### src/rtl/hmem_arbiter.sv
// rtl/hmem_arbiter.sv - round-robin burst arbiter sharing one memory port between two cache controllers
module hmem_arbiter #(
  parameter int ADDR_W = 32,
  parameter int DATA_W = 32,
  parameter int BEATS  = 4,
  parameter int OP_W   = 1
) (
  input  logic              clk,
  input  logic              reset_n,
  input  logic              r0_req_valid,
  input  logic [OP_W-1:0]   r0_req_operation,
  input  logic [ADDR_W-1:0] r0_req_address,
  input  logic [DATA_W-1:0] r0_req_store_data,
  output logic              r0_req_fulfilled,
  output logic [DATA_W-1:0] r0_req_loaded_data,
  input  logic              r1_req_valid,
  input  logic [OP_W-1:0]   r1_req_operation,
  input  logic [ADDR_W-1:0] r1_req_address,
  input  logic [DATA_W-1:0] r1_req_store_data,
  output logic              r1_req_fulfilled,
  output logic [DATA_W-1:0] r1_req_loaded_data,
  output logic              m_req_valid,
  output logic [OP_W-1:0]   m_req_operation,
  output logic [ADDR_W-1:0] m_req_address,
  output logic [DATA_W-1:0] m_req_store_data,
  input  logic              m_req_fulfilled,
  input  logic [DATA_W-1:0] m_req_loaded_data,
  output logic              grant_owner,
  output logic              busy
);

  localparam int              CNT_W     = (BEATS > 1) ? $clog2(BEATS) : 1;
  localparam logic [CNT_W-1:0] LAST_BEAT = CNT_W'(BEATS - 1);
  localparam logic [OP_W-1:0]  OP_LOAD   = '0;

  localparam logic [1:0] ST_IDLE   = 2'd0;
  localparam logic [1:0] ST_GRANT0 = 2'd1;
  localparam logic [1:0] ST_GRANT1 = 2'd2;

  logic [1:0]       r_state;
  logic [1:0]       w_next_state;
  logic [CNT_W-1:0] r_beat_count;
  logic             r_last_winner;
  logic             r_grant_owner;
  logic             w_grant_valid;
  logic             w_grant_idx;
  logic             w_own_valid;

  always_ff @(posedge clk or negedge reset_n) begin
    if (!reset_n) begin
      r_state       <= ST_IDLE;
      r_beat_count  <= '0;
      r_last_winner <= 1'b1;
      r_grant_owner <= 1'b0;
    end else begin
      r_state <= w_next_state;
      case (r_state)
        ST_IDLE: begin
          if (w_grant_valid) begin
            r_beat_count  <= LAST_BEAT;
            r_last_winner <= w_grant_idx;
            r_grant_owner <= w_grant_idx;
          end
        end
        ST_GRANT0, ST_GRANT1: begin
          if (m_req_fulfilled) begin
            if (r_beat_count != '0) r_beat_count <= r_beat_count - 1'b1;
          end else if (!w_own_valid) begin
            r_beat_count <= '0;
          end
        end
        default: ;
      endcase
    end
  end

  // Ties go to whichever requester did not win last, so a busy requester cannot starve the other.
  always_comb begin
    w_next_state  = r_state;
    w_grant_valid = 1'b0;
    w_grant_idx   = 1'b0;
    w_own_valid   = 1'b0;
    case (r_state)
      ST_IDLE: begin
        if (r0_req_valid && r1_req_valid) begin
          w_grant_valid = 1'b1;
          w_grant_idx   = ~r_last_winner;
        end else if (r0_req_valid) begin
          w_grant_valid = 1'b1;
          w_grant_idx   = 1'b0;
        end else if (r1_req_valid) begin
          w_grant_valid = 1'b1;
          w_grant_idx   = 1'b1;
        end
        if (w_grant_valid) w_next_state = w_grant_idx ? ST_GRANT1 : ST_GRANT0;
      end
      ST_GRANT0, ST_GRANT1: begin
        w_own_valid = (r_state == ST_GRANT0) ? r0_req_valid : r1_req_valid;
        if (m_req_fulfilled && (r_beat_count == '0)) w_next_state = ST_IDLE;
        else if (!m_req_fulfilled && !w_own_valid)   w_next_state = ST_IDLE;
      end
      default: w_next_state = 'x;
    endcase
  end

  always_comb begin
    m_req_valid      = 1'b0;
    m_req_operation  = OP_LOAD;
    m_req_address    = '0;
    m_req_store_data = '0;
    r0_req_fulfilled = 1'b0;
    r1_req_fulfilled = 1'b0;
    busy             = 1'b0;
    case (r_state)
      ST_IDLE: ;
      ST_GRANT0: begin
        m_req_valid      = r0_req_valid;
        m_req_operation  = r0_req_operation;
        m_req_address    = r0_req_address;
        m_req_store_data = r0_req_store_data;
        r0_req_fulfilled = m_req_fulfilled;
        busy             = 1'b1;
      end
      ST_GRANT1: begin
        m_req_valid      = r1_req_valid;
        m_req_operation  = r1_req_operation;
        m_req_address    = r1_req_address;
        m_req_store_data = r1_req_store_data;
        r1_req_fulfilled = m_req_fulfilled;
        busy             = 1'b1;
      end
      default: begin
        m_req_valid      = 'x;
        m_req_operation  = 'x;
        m_req_address    = 'x;
        m_req_store_data = 'x;
        r0_req_fulfilled = 'x;
        r1_req_fulfilled = 'x;
        busy             = 'x;
      end
    endcase
  end

  assign r0_req_loaded_data = m_req_loaded_data;
  assign r1_req_loaded_data = m_req_loaded_data;
  assign grant_owner        = r_grant_owner;

endmodule
### config.mk
export PLATFORM = sky130hd
export DESIGN_NAME = hmem_arbiter
export DESIGN_NICKNAME = d
export VERILOG_FILES = /design/src/rtl/hmem_arbiter.sv
export SDC_FILE = /design/constraint.sdc
export NUM_CORES = 1
export LEC_CHECK = 0
export ABC_CLOCK_PERIOD_IN_PS = 4400
export BUFFER_PORTS_ARGS = -buffer_cell sky130_fd_sc_hd__buf_2
export CAP_MARGIN = 20
export CELL_PAD_IN_SITES_DETAIL_PLACEMENT = 1
export CELL_PAD_IN_SITES_GLOBAL_PLACEMENT = 1
export CORE_AREA = 2 2 116 118
export DETAILED_ROUTE_END_ITERATION = 16
export DIE_AREA = 0 0 118 120
export MAX_ROUTING_LAYER = met4
export PLACE_DENSITY_LB_ADDON = 0.1
export SYNTH_ARGS = -nofsm -noshare
export SYNTH_HDL_FRONTEND = slang
export SYNTH_SLANG_ARGS = --single-unit
### constraint.sdc
create_clock -name clk -period 4.4 [get_ports clk]
set_input_delay 0.66 -clock clk [delete_from_list [all_inputs] [get_ports clk]]
set_output_delay 0.66 -clock clk [all_outputs]
set_load 0.02 [all_outputs]
==> out/results.ini <==
[setup_path]
critical-path-top-delay-family=buffers and inverters
worstSetupStartpointType=register
path_cells=inv_1 > ha_1 > inv_2 > buf_4 > nor2_1 > buf_2
rr_worst_depth=5
r2r-end=r_beat_count[1]
crit_type=register to output port
r2r-start=r_state[1]
end_kind=output port
critPathSlowestCell=inv_2
critical_path_arrival_ps=2380
r2r_setup_slack_ps=2190
worst-path-buf-inv=4
cp_max_fo=38
critPathMaxStageDelay_ps=550
required_ps=3740

[timing]
worst_slew_pin_slew_ps=690
finalCritPeriodShare_pct=69.1
setup_violations=0
hold_ws_ps=260
slew_headroom_pct=53.9
clock.fmax_ghz=0.329
finalSetupTns_ps=0
final.min_clock_period_ps=3040
rsz0062_at_grt=false
hold_violations=0
skew_ps=2.46
finalMaxSlewViolations=0

[grt]
grt_pass1_vias=2480
antenna_found_initial=0
grt_max_degree=39
grt_pass1_wl_mm=12.6
grt-ovfl-total=0
grt_util_all_layers_pct=11.1

[final_layout]
final_common_cell=buf_2
instances_no_fill=561
fin_util_pct=19.3
n_antenna_cell=0
syn2layout_area_growth_pct=46.8
post-route-cell-area_um2=2510
layout_common_cells=204 x buf_2, 67 x nor2_1, 66 x a22oi_1
layout.nets=558
nFillCells=1677
layout-drive-gt1-share_pct=56.9

[floorplanning]
die_area_um2=14200
fp-row-count=42
die_x_um=118
die_y_um=120
start_util_pct=13.1
core_area_um2=13000
pin_count=301

[route]
vias=2352
remaining_drc_errors=0
viasPerCell=4.19
firstDrtPassIters=4
routed_wl_mm=8.30
drtAntennaViolNets=0
drt_iter0_markers=53
wl_per_cell_um=14.8

[yosys]
yosysUniqueCellTypes=25
yosysSeqAreaShare_pct=8.87
synthMuxAreaShare_pct=2.35
synth_compound_area_share_pct=33.7
ys_ff_latch=6
synth_top_family_by_area=buffers and inverters
avgSynthCellArea_um2=6.61
yosys.area_share.adder_pct=3.67
synth-xor-area-share_pct=0
yosys_warnings=0
synth_cells=258
syn_area_um2=1710
synth-simple-area-share_pct=17.2
synth_nets=430

[power_and_ir_drop]
p_per_area_nw_per_um2=727
p_leak_uw=0.00138
ir_drop_v=0.000163

[clock_network]
clk_pin_slew_worst_paths_ps=30
cts_root_buf=clkbuf_16
numCtsBuffers=3
cts_tree=built
cts_max_level=1
cts_resized=0
clock_sinks=6
cts_buffer_depth=2
clock_latency_ps=230
hold_buffers=0
post_cts_buffers=0

[run]
maxCapViolations=0

[outcome]
outcome=finished, final reports clean

[placed_design]
io_buffers=204
placed_cells=557
hpwl_mm=6.58
place.gp.congestion=0.708
post_dp_cell_area_um2=2430

[worst_hold_path]
hold_class=input port to async pin

-- state kept, by name (all words and copies together) (netlist names) --
| signal | cells |
|---|---|
| r_last_winner | 1 |
| r_beat_count | 2 |
| grant_owner | 1 |
| r_state | 2 |
-- through the flow --
step | worst slack (ps) | power [uW]
floorplan | 2010 | 1250
global placement | 1600 | 1720
detailed placement | 1560 | 1710
CTS | 1320 | 1860
global route | 1130 | 2000
finish | 1360 | 1820
-- cells in the mapped netlist (all sizes together) --
master  count  area, um2
clkbuf     17       63.8
o21ai       1       5.00
nand2b      1       6.26
dfstp       1       26.3
and3b       1       8.76
nand2       2       7.51
dfrtp       5        125
a311o       1       11.3
ha          5       62.6
nor3b       1       7.51
a22oi      66        495
mux2i       1       10.0
a31oi       2       12.5
nor3        1       5.00
buf        69        499
mux2        2       30.0
and2        1       6.26
a311oi      1       8.76
a21oi       4       20.0
inv         6       22.5
nor2       67        251
a31o        1       8.76
o22ai       2       12.5
-- worst max-delay path by stage --
stage                                 endpoint  cells after the start        from
final                     m_req_store_data[18]                      6  r_state[0]
after floorplan           m_req_store_data[13]                      7  r_state[0]
after global placement    m_req_store_data[15]                      6  r_state[0]
after CTS                 m_req_store_data[15]                      6  r_state[0]
after detailed placement  m_req_store_data[15]                      6  r_state[0]
after global routing       m_req_store_data[5]                      6  r_state[0]
-- cells by family (layout without fill, tap and decap cells) --
| group | after synthesis | after routing |
|---|---|---|
| multiplexers | 3 | 3 |
| buffers and inverters | 92 | 219 |
| AND/OR/NAND/NOR | 74 | 74 |
| AO/OA/AOI/OAI | 78 | 78 |
| flip-flops | 6 | 6 |
| adder cells (fa/ha/maj) | 5 | 5 |
-- layout make-up --
cell class	instances	area (um2)	area share, %
clock buffers	4	78.8	3.15
flip-flops and latches	6	151	6.04
repair buffers	209	1060	42.2
multi-input cells	160	975	38.9
inverters	6	22.5	0.899
well taps	176	220	8.79
-- report_power, final --
| part | leakage, uW | switching, uW | internal (uW) |
|---|---|---|---|
| Combinational | 0.00128 | 1050 | 513 |
| Sequential | 0.0000688 | 17.4 | 87.8 |
| Clock | 0.0000382 | 29.9 | 120 |
-- worst register-to-register path: cells and delay by family, from the launching register on --
family | cells | cell delay, ps
AO/OA/AOI/OAI | 1 | 420
adder cells (fa/ha/maj) | 1 | 520
buffers and inverters | 1 | 110
flip-flops | 1 | 400
multiplexers | 2 | 650
-- per-layer routing --
layer  up-vias  track usage (%)  share of wire [%]
li1       1100                -                  -
met1      1068             11.6                 38
met2       167             20.7                 51
met3        17             3.09                9.6
met4         0             2.18                1.4
met5         -                -                  0
Note: power is estimated with default switching activity, not from simulation.
